## config.mk

```make
export PLATFORM = sky130hd
export DESIGN_NAME = onehot_bin_enc_flat
export DESIGN_NICKNAME = d
export VERILOG_FILES = /design/src/rtl/onehot_bin_enc_if.sv /design/src/rtl/onehot_bin_enc.sv /design/src/flat_wrapper.sv
export SDC_FILE = /design/constraint.sdc
export NUM_CORES = 1
export LEC_CHECK = 0
export ABC_AREA = 1
export CAP_MARGIN = 20
export CORE_UTILIZATION = 35
export CTS_CLUSTER_SIZE = 8
export DETAILED_ROUTE_END_ITERATION = 8
export PLACE_DENSITY = 0.69
export SYNTH_ARGS = -nofsm -noshare
export SYNTH_HDL_FRONTEND = slang
export SYNTH_SLANG_ARGS = --single-unit
```

## constraint.sdc

```tcl
create_clock -name clk -period 1.6 [get_ports clk]
set_clock_uncertainty 0.05 [all_clocks]
set_input_delay 0.32 -clock clk [delete_from_list [all_inputs] [get_ports clk]]
set_output_delay 0.32 -clock clk [all_outputs]
set_load 0.01 [all_outputs]
```

## src/rtl/onehot_bin_enc_if.sv

```systemverilog
// Stream bundle for the one-hot to binary encoder.
// slave is the encoder's view, master is the upstream/downstream view.
interface onehot_bin_enc_if #(
    parameter int WIDTH = 16,
    parameter int BIN_W = $clog2(WIDTH),
    parameter int CNT_W = 8
);
    logic             in_valid_i;
    logic             in_ready_o;
    logic [WIDTH-1:0] one_hot_i;
    logic             out_valid_o;
    logic             out_ready_i;
    logic [BIN_W-1:0] bin_o;
    logic             err_o;
    logic [CNT_W-1:0] err_cnt_o;

    modport slave (
        input  in_valid_i,
        input  one_hot_i,
        input  out_ready_i,
        output in_ready_o,
        output out_valid_o,
        output bin_o,
        output err_o,
        output err_cnt_o
    );

    modport master (
        output in_valid_i,
        output one_hot_i,
        output out_ready_i,
        input  in_ready_o,
        input  out_valid_o,
        input  bin_o,
        input  err_o,
        input  err_cnt_o
    );
endinterface

```

## src/rtl/onehot_bin_enc.sv

```systemverilog
// One-hot to binary encoder with illegal-word flag and error counter.
// Valid/ready on both sides; output register plus one skid entry.
module onehot_bin_enc #(
    parameter int WIDTH = 16,
    parameter int BIN_W = $clog2(WIDTH),
    parameter int CNT_W = 8
) (
    input  logic               clk,
    input  logic               reset,
    onehot_bin_enc_if.slave    bus
);

    typedef enum logic [1:0] {
        EMPTY = 2'd0,
        BUSY  = 2'd1,
        FULL  = 2'd2
    } state_t;

    state_t           state_q;
    state_t           state_d;
    logic [BIN_W-1:0] out_bin_q;
    logic [BIN_W-1:0] out_bin_d;
    logic             out_err_q;
    logic             out_err_d;
    logic [BIN_W-1:0] skid_bin_q;
    logic [BIN_W-1:0] skid_bin_d;
    logic             skid_err_q;
    logic             skid_err_d;
    logic [CNT_W-1:0] err_cnt_q;
    logic [CNT_W-1:0] err_cnt_d;

    logic             in_rdy;
    logic             out_vld;
    logic             accept;
    logic             take;
    logic [BIN_W-1:0] enc_bin;
    logic             enc_err;
    logic [WIDTH-1:0] word;

    assign word    = bus.one_hot_i;
    assign in_rdy  = reset & (state_q != FULL);
    assign out_vld = (state_q != EMPTY);
    assign accept  = bus.in_valid_i & in_rdy;
    assign take    = out_vld & bus.out_ready_i;

    // Scan downward so the lowest set bit wins on multi-hot words.
    always_comb begin
        enc_bin = '0;
        for (int i = WIDTH - 1; i >= 0; i--) begin
            if (word[i]) begin
                enc_bin = BIN_W'(i);
            end
        end
    end

    // Zero or more than one bit set.
    assign enc_err = (word == '0) |
                     ((word & (word - 1'b1)) != '0);

    always_comb begin
        state_d    = state_q;
        out_bin_d  = out_bin_q;
        out_err_d  = out_err_q;
        skid_bin_d = skid_bin_q;
        skid_err_d = skid_err_q;
        unique case (state_q)
            EMPTY: begin
                if (accept) begin
                    out_bin_d = enc_bin;
                    out_err_d = enc_err;
                    state_d   = BUSY;
                end
            end
            BUSY: begin
                if (accept && !take) begin
                    skid_bin_d = enc_bin;
                    skid_err_d = enc_err;
                    state_d    = FULL;
                end else if (accept && take) begin
                    out_bin_d = enc_bin;
                    out_err_d = enc_err;
                end else if (take) begin
                    state_d = EMPTY;
                end
            end
            FULL: begin
                if (take) begin
                    out_bin_d = skid_bin_q;
                    out_err_d = skid_err_q;
                    state_d   = BUSY;
                end
            end
            default: begin
                state_d = EMPTY;
            end
        endcase
    end

    always_comb begin
        err_cnt_d = err_cnt_q;
        if (accept && enc_err && (err_cnt_q != '1)) begin
            err_cnt_d = err_cnt_q + 1'b1;
        end
    end

    always_ff @(posedge clk) begin
        if (!reset) begin
            state_q    <= EMPTY;
            out_bin_q  <= '0;
            out_err_q  <= 1'b0;
            skid_bin_q <= '0;
            skid_err_q <= 1'b0;
            err_cnt_q  <= '0;
        end else begin
            state_q    <= state_d;
            out_bin_q  <= out_bin_d;
            out_err_q  <= out_err_d;
            skid_bin_q <= skid_bin_d;
            skid_err_q <= skid_err_d;
            err_cnt_q  <= err_cnt_d;
        end
    end

    assign bus.in_ready_o  = in_rdy;
    assign bus.out_valid_o = out_vld;
    assign bus.bin_o       = out_bin_q;
    assign bus.err_o       = out_err_q;
    assign bus.err_cnt_o   = err_cnt_q;

endmodule
```

## src/flat_wrapper.sv

```systemverilog
// flat-port wrapper written by rule: the top's interface ports become plain ports
module onehot_bin_enc_flat 
#(
    parameter int WIDTH = 16,
    parameter int BIN_W = $clog2(WIDTH),
    parameter int CNT_W = 8
)
  (clk, reset, bus_in_valid_i, bus_one_hot_i, bus_out_ready_i, bus_in_ready_o, bus_out_valid_o, bus_bin_o, bus_err_o, bus_err_cnt_o);
  onehot_bin_enc_if #(.WIDTH(WIDTH), .BIN_W(BIN_W), .CNT_W(CNT_W)) bus_i ();
  input  logic clk;
  input  logic reset;
  input wire logic [$bits(bus_i.in_valid_i)-1:0] bus_in_valid_i;
  input wire logic [$bits(bus_i.one_hot_i)-1:0] bus_one_hot_i;
  input wire logic [$bits(bus_i.out_ready_i)-1:0] bus_out_ready_i;
  output wire logic [$bits(bus_i.in_ready_o)-1:0] bus_in_ready_o;
  output wire logic [$bits(bus_i.out_valid_o)-1:0] bus_out_valid_o;
  output wire logic [$bits(bus_i.bin_o)-1:0] bus_bin_o;
  output wire logic [$bits(bus_i.err_o)-1:0] bus_err_o;
  output wire logic [$bits(bus_i.err_cnt_o)-1:0] bus_err_cnt_o;
  assign bus_i.in_valid_i = bus_in_valid_i;
  assign bus_i.one_hot_i = bus_one_hot_i;
  assign bus_i.out_ready_i = bus_out_ready_i;
  assign bus_in_ready_o = bus_i.in_ready_o;
  assign bus_out_valid_o = bus_i.out_valid_o;
  assign bus_bin_o = bus_i.bin_o;
  assign bus_err_o = bus_i.err_o;
  assign bus_err_cnt_o = bus_i.err_cnt_o;
  onehot_bin_enc #(.WIDTH(WIDTH), .BIN_W(BIN_W), .CNT_W(CNT_W)) u_core (.clk(clk), .reset(reset), .bus(bus_i));
endmodule
```

==> impl_metrics.csv, run 1 <==
group,metric,value,unit
clocking,cts_buffers,3,
cells_and_area,nets,345,
timing,worst_slew_pin_slew,0.332,ns
routing,first_pass_iters,4,
global_routing,grt_pass1_wl,7020,um
floorplan,fp.dieH,64.8,um
routing,vias,1817,
floorplan,dieArea,4200,um2
setup_path,setup.worst_path.class,"in2reg",
power_and_ir_drop,peakVddDrop,0.253,mV
clocking,cts_htree_levels,1,
setup_path,reg2reg_from,"u_core.bus.err_cnt_o[1]",
synthesis,ys_types,27,
clocking,cts_tree,"yes",
timing,slew_violations,0,
routing,first_iter_violations,76,
synthesis,avgSynthCellArea,6.42,um2
setup_path,required,1.73,ns
timing,period_needed,1.76,ns
placement,globalplace.congestion,0.857,
job,cap_violations,0,
min_path,hold_class,"reg2reg",
routing,top_layer,"met4",
setup_path,cpPeakStageDelay,0.25,ns
routing,via_per_inst,4.91,
synthesis,ys_ff_latch,20,
min_path,min_path_cells,2,
setup_path,critPathCaptureType,"flop",
clocking,cts_sinks,20,
setup_path,cp_cell_sequence,"clkdlybuf4s15_1 -> nor2_2 -> nand2_2 -> o21ai_2 -> o211ai_1 -> nor4_4 -> nand2_4 -> nand3_4 -> nand2_2 -> a21oi_2",
floorplan,die_w,64.8,um
floorplan,fp-row-count,22,
cells_and_area,postLayoutCoreUtil,66.7,%
power_and_ir_drop,p_per_area,488,nW/um2
setup_path,reg2reg_to,"u_core.bus.err_cnt_o[2]",
routing,met3WireLength,161,um
placement,dpl.hpwl,2860,um
timing,setup_viol,11,
placement,numPortBuffers,34,
timing,fin_ws,-0.156,ns
placement,pre_cts_slack,-0.727,ns
clocking,clockBufferDepth,2,
setup_path,slowest_stage,"nor4_4",
global_routing,grt-ovfl-total,0,
setup_path,cp_max_fo,6,
setup_path,critical_path_arrival,1.89,ns
synthesis,synth.yosys.seq_area_share,29.0,%
synthesis,synth_area,1380,um2
clocking,clk_latency,0.25,ns
clocking,clkSlewWorstSetupHoldPaths,0.07,ns
timing,finalCritPeriodShare,110,%
cells_and_area,antennaDiodeCount,0,
timing,final-hold-violation-count,0,
status,violations,"negative setup slack",
routing,wl_met1,1900,um
cells_and_area,drive_gt1_share,46.9,%
synthesis,syn_inst,215,
global_routing,grt_max_degree,12,
global_routing,antenna_found_initial,0,
timing,slew_headroom,77.8,%
global_routing,grt_pass1_vias,1687,
routing,dr_wl_met2,2350,um
min_path,hold_end,"u_core.skid_bin_q[2]",
timing,fmax,569,MHz
setup_path,rr_worst_depth,7,
timing,tns,-1.09,ns
setup_path,r2r_slack,-0.01,ns
synthesis,synth_nets,236,
routing,wirelength,4480,um
clocking,cts_root_buffer,"clkbuf_8",
status,status,"complete, but fails checks",
timing,rsz0062_at_grt,"true",
routing,ant_nets,0,
setup_path,startpoint_type,"primary input",
cells_and_area,final_cell_mix,"buf_4 (67), nand2_1 (42), inv_1 (24)",
routing,wire_per_inst,12.1,um
floorplan,start_util,37.2,%
min_path,min_from,"u_core.skid_bin_q[2]",
cells_and_area,final_common_cell,"buf_4",
setup_path,cp_common_cell,"nand2_2",
cells_and_area,syn_to_final_growth,79.3,%
global_routing,track_usage,21.3,%
floorplan,io_pins,35,
synthesis,yosys_warnings,0,
routing,drc_errors,0,
floorplan,fp.coreArea,3720,um2
power_and_ir_drop,power.leakage,1.27,nW
[cells by family after synthesis]
family                   synth area share (%)
flip-flops                               29.0
adder cells (fa/ha/maj)                 0.906
XOR/XNOR                                 3.17
AND/OR/NAND/NOR                          40.6
AO/OA/AOI/OAI                            16.5
buffers and inverters                    9.87
[worst max-delay path, delay by kind of cell]
kind | cells | cell delay [ns]
buffers and inverters | 1 | 0.19
and+or+nand+nor | 6 | 0.91
AOI/OAI and AO/OA | 3 | 0.47
[cell type report]
cell class	count	area (um2)
inverter	34	138
multi-input combinational	161	1010
timing repair buffer	104	828
tap	48	60.1
sequential	20	404
clock buffer	3	41.3
fill	316	1240
[flip-flops by register name, indices dropped and copies added, names as in the netlist]
| register | cells |
|---|---|
| u_core.skid_err_q | 1 |
| u_core.skid_bin_q | 4 |
| u_core.bus.err_cnt_o | 8 |
| u_core.bus.bin_o | 4 |
| u_core.state_q | 2 |
| u_core.bus.err_o | 1 |
[routing by layer]
metal | GRT usage (%) | vias up
li1 | - | 920
met1 | 25.7 | 842
met2 | 37.5 | 49
met3 | 3.52 | 6
met4 | 7.50 | 0
met5 | 0 | -
[report_power, final]
| group | switching, mW | internal, mW |
|---|---|---|
| logic | 0.174 | 0.184 |
| clock network | 0.158 | 0.167 |
| registers | 0.0104 | 0.514 |
[worst max path at each step]
stage | start | endpoint | slack [ns]
after floorplan | bus_one_hot_i[7] | u_core.bus.err_cnt_o[0] | -0.03
after global placement | bus_one_hot_i[7] | u_core.bus.err_cnt_o[4] | -0.68
after detailed placement | bus_one_hot_i[7] | u_core.bus.err_cnt_o[0] | -0.73
after CTS | bus_one_hot_i[6] | u_core.bus.err_cnt_o[7] | -0.16
after global routing | bus_one_hot_i[7] | u_core.bus.err_cnt_o[7] | -0.25
final | bus_one_hot_i[10] | u_core.bus.err_cnt_o[7] | -0.16
[synth_stat cells]
| library cell | n | area share, % |
|---|---|---|
| o2111ai_1 | 2 | 1.3 |
| o311a_1 | 1 | 0.72 |
| nand4_1 | 6 | 2.7 |
| dfxtp_1 | 20 | 29 |
| nor2_4 | 5 | 4.1 |
| o21ai_0 | 9 | 3.3 |
| o31ai_1 | 1 | 0.54 |
| nor4_4 | 1 | 1.5 |
| o211ai_1 | 1 | 0.54 |
| nand3_2 | 1 | 0.72 |
| nand3_1 | 8 | 2.9 |
| buf_2 | 1 | 0.36 |
| o21ai_1 | 3 | 1.1 |
| nor4_1 | 1 | 0.45 |
| nor2_2 | 6 | 2.7 |
| clkbuf_1 | 1 | 0.27 |
| nand2_2 | 1 | 0.45 |
| nand2_1 | 52 | 14 |
| nor3_1 | 1 | 0.36 |
| inv_1 | 29 | 7.9 |
| nand3_4 | 1 | 1.3 |
| xor2_1 | 5 | 3.2 |
| nand2_4 | 3 | 2.4 |
| a21oi_1 | 25 | 9.1 |
| inv_2 | 5 | 1.4 |
| nor2_1 | 25 | 6.8 |
| ha_1 | 1 | 0.91 |
[repair_timing]
action                     4_1_cts  5_1_grt
hold buffers                     0        0
setup buffers                   21        5
cloned                           2        0
pin swaps                       22       30
setup endpoints to repair       21       21
gates resized for setup         67       51
[per-stage QoR]
| step | area, um2 | cells | hold slack (ns) | power (mW) |
|---|---|---|---|---|
| CTS | 2370 | 367 | 0.420 | 1.19 |
| finish | 2480 | 370 | 0.432 | 1.21 |
| global placement | 2140 | 341 | 0.403 | 0.838 |
| detailed placement | 2140 | 341 | 0.410 | 0.842 |
| floorplan | 1400 | 215 | 0.396 | 0.657 |
| global route | 2480 | 370 | 0.456 | 1.27 |
(Power assumes the default switching activity.)
==> run 2, diff against run 1 <==
--- a/config.mk
+++ b/config.mk
@@ -8,6 +8,7 @@
 export ABC_AREA = 1
 export CAP_MARGIN = 20
 export CORE_UTILIZATION = 35
+export CTS_BUF_LIST = sky130_fd_sc_hd__clkbuf_4
 export CTS_CLUSTER_SIZE = 8
 export DETAILED_ROUTE_END_ITERATION = 8
 export PLACE_DENSITY = 0.69
==> run 2 against run 1 <==
Effect of this change:
- the run still ends with negative setup slack left
- worst setup slack gained 0.047 ns
- flip-flop and latch count is the same
- total power shrank 6.4%
- die area is the same
- via count grew 0.61%
- sequential share of layout area grew 0.24 points
- critical endpoint unchanged
==> impl_metrics.csv, run 2 (synthesized netlist as in run 1, its figures left out) <==
group,metric,value,unit
setup_path,required,1.80,ns
clocking,cts_sinks,20,
floorplan,dieArea,4200,um2
cells_and_area,syn_to_final_growth,80.1,%
routing,vias,1828,
setup_path,setup.worst_path.class,"in2reg",
setup_path,startpoint_type,"primary input",
clocking,clk_latency,0.31,ns
floorplan,fp.dieH,64.8,um
placement,globalplace.congestion,0.857,
placement,numPortBuffers,34,
global_routing,grt_pass1_vias,1647,
routing,first_pass_iters,4,
timing,fin_ws,-0.110,ns
timing,period_needed,1.71,ns
power_and_ir_drop,peakVddDrop,0.266,mV
setup_path,critPathCaptureType,"flop",
clocking,clockBufferDepth,2,
floorplan,die_w,64.8,um
cells_and_area,antennaDiodeCount,0,
cells_and_area,postLayoutCellArea,2490,um2
placement,placed_area,2140,um2
routing,first_iter_violations,71,
routing,wirelength,4650,um
cells_and_area,final_common_cell,"buf_4",
timing,finalCritPeriodShare,107,%
timing,worst_slew_pin_slew,0.347,ns
clocking,cts_tree,"yes",
placement,dpl.hpwl,2860,um
routing,wire_per_inst,12.5,um
timing,slew_violations,0,
cells_and_area,drive_gt1_share,47.7,%
floorplan,io_pins,35,
global_routing,grt_max_degree,12,
timing,setup_viol,8,
global_routing,track_usage,20.9,%
cells_and_area,fillers,330,
status,status,"complete, but fails checks",
global_routing,grt_pass1_wl,6870,um
timing,tns,-0.441,ns
global_routing,grt-ovfl-total,0,
timing,rsz0062_at_grt,"true",
cells_and_area,largest_reg_flops,8,
job,cap_violations,0,
cells_and_area,final_cell_mix,"buf_4 (71), nand2_1 (40), inv_1 (25)",
routing,via_per_inst,4.93,
power_and_ir_drop,p_per_area,455,nW/um2
timing,final-hold-violation-count,0,
setup_path,cp_max_fo,6,
setup_path,critical_path_arrival,1.91,ns
power_and_ir_drop,power.leakage,1.31,nW
status,violations,"negative setup slack",
clocking,clkSlewWorstSetupHoldPaths,0.11,ns
timing,slew_headroom,76.8,%
global_routing,antenna_found_initial,0,
min_path,hold_class,"in2reg",
floorplan,fp-row-count,22,
floorplan,fp.coreArea,3720,um2
clocking,cts_root_buffer,"clkbuf_4",
cells_and_area,nets,346,
clocking,cts_htree_levels,1,
timing,fmax,585,MHz
floorplan,start_util,37.2,%
routing,drc_errors,0,
clocking,cts_buffers,3,
power_and_ir_drop,finalPower,1.13,mW
routing,ant_nets,0,
[run 2: path summary, 6_finish.rpt]
check,slack [ns],depth (start not counted),startpoint,end
setup reg to reg,0,7,u_core.bus.err_cnt_o[1],u_core.bus.err_cnt_o[7]
setup / recovery,-0.11,12,bus_one_hot_i[11],u_core.bus.err_cnt_o[7]
hold reg to reg,0.42,2,u_core.skid_bin_q[2],u_core.skid_bin_q[2]
hold / removal,0.40,5,bus_one_hot_i[0],u_core.skid_bin_q[0]
[run 2: worst max-delay path, cell delays in order]
cell and delay (ns):
dlygate4sd2_1 0.25, nor2_2 0.14, nand2_2 0.12, nor2_4 0.11
nand3_1 0.09, nand2_2 0.10, o2111ai_2 0.14, nor2_4 0.16
nand2_4 0.12, nand3_4 0.14, nand2_2 0.07, a21oi_2 0.14
[run 2: routing by layer]
layer	part of all wire [%]	GRT usage [%]	vias up	routed length, um
li1	-	-	924	-
met1	42	25.5	834	1950
met2	51	37.4	57	2380
met3	3.9	2.11	13	183
met4	2.9	7.50	0	136
met5	0	0	-	0
[run 2: stage by stage]
stage / instances / setup WS [ns] / hold slack, ns / util, %
after floorplan: 215 / -0.0336 / 0.396 / -
after global placement: 341 / -0.684 / 0.403 / 57.5
after detailed placement: 341 / -0.727 / 0.410 / 57.5
after CTS: 367 / -0.0888 / 0.396 / 63.2
after global routing: 371 / -0.239 / 0.435 / 66.9
final: 371 / -0.110 / 0.402 / 66.9
[run 2: layout make-up]
cell class / instances / area (um2) / share of cell area (%)
Inverter: 34 / 135 / 5.43
Sequential cell: 20 / 412 / 16.5
Tap cell: 48 / 60.1 / 2.41
Clock buffer: 3 / 22.5 / 0.905
Timing Repair Buffer: 105 / 851 / 34.2
Multi-Input combinational cell: 161 / 1010 / 40.5
[run 2: power breakdown]
part | leakage (nW) | total (mW) | switching [mW] | internal, mW
clock network | 0.0138 | 0.248 | 0.160 | 0.0881
registers | 0.166 | 0.523 | 0.0102 | 0.513
logic | 1.13 | 0.359 | 0.174 | 0.185
total | 1.31 | 1.13 | 0.345 | 0.787
[run 2: what timing repair did]
| action | in CTS | in global routing |
|---|---|---|
| setup buffers | 21 | 5 |
| hold buffers | 0 | 0 |
| endpoints found under the setup margin | 23 | 18 |
| pin swaps | 25 | 20 |
| cloned | 2 | 0 |
| resized for setup | 72 | 46 |
==> run 3, diff against run 2 <==
--- a/config.mk
+++ b/config.mk
@@ -12,6 +12,7 @@
 export CTS_CLUSTER_SIZE = 8
 export DETAILED_ROUTE_END_ITERATION = 8
 export PLACE_DENSITY = 0.69
+export SETUP_SLACK_MARGIN = 0.3
 export SYNTH_ARGS = -nofsm -noshare
 export SYNTH_HDL_FRONTEND = slang
 export SYNTH_SLANG_ARGS = --single-unit
==> run 3 against run 2 <==
Effect of this change:
- the run still ends with negative setup slack left
- largest power group unchanged
- worst hold slack got worse by 0.045 ns
- critical path depth stayed put
- die area unchanged
- flip-flop and latch count is the same
- worst setup slack improved by 0.058 ns
- first-iteration DRC count increased by 2.8%
- wire length is 0.30% higher
==> impl_metrics.csv, run 3 (synthesized netlist as in run 1, its figures left out) <==
group,metric,value,unit
timing,fin_ws,-0.0519,ns
routing,wl_met1,1970,um
setup_path,cp_cell_sequence,"buf_2 -> nor2_4 -> nand2_4 -> nor2_4 -> nand3_2 -> nor2_2 -> nor2_1 -> nor4_4 -> nand2_4 -> buf_6 -> nand4_1 -> a21oi_1",
power_and_ir_drop,swShare,31.8,%
clocking,postCtsHoldBufs,0,
cells_and_area,largest_reg_flops,8,
cells_and_area,final_cell_mix,"buf_4 (45), nand2_1 (42), inv_1 (24), buf_6 (24), nor2_1 (20)",
global_routing,track_usage,22.0,%
placement,dpl.hpwl,2850,um
global_routing,grt_pass1_vias,1701,
power_and_ir_drop,power.leakage,1.24,nW
routing,wire_per_inst,12.8,um
floorplan,die_w,64.8,um
cells_and_area,postLayoutCoreUtil,67.4,%
job,cap_violations,0,
floorplan,start_util,37.2,%
clocking,cts_sinks,20,
setup_path,critical_path_arrival,1.81,ns
placement,numPortBuffers,34,
power_and_ir_drop,peakVddDrop,0.356,mV
setup_path,cpLargestDelayFamily,"simple AND/OR/NAND/NOR gates",
power_and_ir_drop,p_per_area,467,nW/um2
setup_path,slowest_stage,"nor4_4",
routing,first_iter_violations,73,
routing,ant_nets,0,
floorplan,io_pins,35,
status,violations,"negative setup slack",
floorplan,fp.coreArea,3720,um2
floorplan,fp.dieH,64.8,um
setup_path,cp_max_fo,6,
timing,setup_viol,8,
clocking,clkSlewWorstSetupHoldPaths,0.12,ns
routing,via_per_inst,4.91,
clocking,clk_latency,0.32,ns
placement,globalplace.congestion,0.853,
clocking,cts_htree_levels,1,
timing,slew_headroom,79.9,%
clocking,cts_root_buffer,"clkbuf_4",
global_routing,grt_max_degree,12,
routing,drc_errors,0,
routing,top_layer,"met4",
global_routing,grt_pass1_wl,7290,um
timing,period_needed,1.65,ns
power_and_ir_drop,p_int,0.799,mW
power_and_ir_drop,finalPower,1.17,mW
setup_path,startpoint_type,"primary input",
timing,rsz0062_at_grt,"true",
floorplan,dieArea,4200,um2
timing,finalCritPeriodShare,103,%
setup_path,critPathCaptureType,"flop",
cells_and_area,syn_to_final_growth,81.4,%
routing,vias,1782,
clocking,cts_tree,"yes",
timing,final-hold-violation-count,0,
cells_and_area,antennaDiodeCount,0,
global_routing,antenna_found_initial,0,
min_path,hold_class,"in2reg",
setup_path,required,1.76,ns
routing,met3WireLength,213,um
status,status,"complete, but fails checks",
power_and_ir_drop,comb_power_share,32.7,%
power_and_ir_drop,p_switching,0.372,mW
timing,worst_hold_slack,0.356,ns
setup_path,cpPeakStageDelay,0.33,ns
timing,worst_slew_pin_slew,0.299,ns
cells_and_area,final_common_cell,"buf_4",
setup_path,crit_buf_inv,2,
routing,dr_wl_met2,2430,um
global_routing,grt-ovfl-total,0,
setup_path,setup.worst_path.class,"in2reg",
cells_and_area,drive_gt1_share,52.7,%
timing,fmax,605,MHz
power_and_ir_drop,seqPwrFrac,45.0,%
clocking,clockBufferDepth,2,
routing,wirelength,4660,um
cells_and_area,nets,337,
routing,first_pass_iters,4,
clocking,cts_buffers,3,
power_and_ir_drop,clockPowerShare,22.3,%
floorplan,fp-row-count,22,
timing,slew_violations,0,
[run 3: cell types whose count changed in the layout (fill, tap and decap cells not counted), sizes merged]
cell	change
buf	-1
nand2	-1
dlygate4sd2	-7
clkdlybuf4s15	+3
clkdlybuf4s50	-6
dlymetal6s2s	-3
clkbuf	+6
clkinv	+1
[run 3: worst reg2reg max path: cells and delay by family, from the launching register on]
| kind | cells | cell delay (ns) |
|---|---|---|
| AO/OA/AOI/OAI | 1 | 0.13 |
| adder cells (fa/ha/maj) | 1 | 0.18 |
| flip-flops | 1 | 0.36 |
| AND/OR/NAND/NOR | 5 | 0.75 |
[run 3: power by group through the flow]
| stage | clock [mW] | sequential, mW | combinational, mW |
|---|---|---|---|
| floorplan | 0 | 0.541 | 0.130 |
| global placement | 0 | 0.536 | 0.312 |
| detailed placement | 0 | 0.536 | 0.314 |
| CTS | 0.265 | 0.525 | 0.348 |
| global route | 0.288 | 0.528 | 0.413 |
| finish | 0.261 | 0.527 | 0.383 |
[run 3: final cells by class]
class | instances | area (um2)
Tap cell | 48 | 60.1
Timing Repair Buffer | 97 | 811
Multi-Input combinational cell | 160 | 1050
Clock inverter | 1 | 3.75
Sequential cell | 20 | 418
Inverter | 34 | 143
Fill cell | 313 | 1210
Clock buffer | 3 | 22.5
[run 3: worst paths after layout]
| check | start | end | slack, ns | cells past startpoint |
|---|---|---|---|---|
| setup / recovery | bus_one_hot_i[3] | u_core.bus.err_cnt_o[3] | -0.05 | 12 |
| hold / removal | bus_one_hot_i[0] | u_core.skid_bin_q[0] | 0.36 | 5 |
| setup reg to reg | u_core.bus.err_cnt_o[0] | u_core.bus.err_cnt_o[1] | 0.05 | 7 |
| hold reg to reg | u_core.bus.bin_o[0] | u_core.bus.bin_o[0] | 0.43 | 2 |
[run 3: timing repair]
action | in CTS | in global routing
gates cloned | 1 | 0
endpoints found under the hold margin | 0 | 0
endpoints found under the setup margin | 34 | 34
buffers inserted | 21 | 4
pin swaps | 35 | 23
gates resized for setup | 134 | 49
[run 3: layer usage]
| metal | vias to the layer above | GRT usage (%) |
|---|---|---|
| met4 | 0 | 6.11 |
| li1 | 902 | - |
| met5 | - | 0 |
| met2 | 55 | 40.0 |
| met3 | 9 | 3.87 |
| met1 | 816 | 26.1 |
[run 3: stage by stage]
stage               instance area (um2)  instances  setup WS, ns  TNS [ns]
global route                       2510        363        -0.143     -1.12
detailed placement                 2130        333        -0.709     -8.95
global placement                   2130        333        -0.688     -8.54
floorplan                          1460        215       -0.0331    -0.102
CTS                                2400        359       -0.0574    -0.448
finish                             2510        363       -0.0519    -0.335
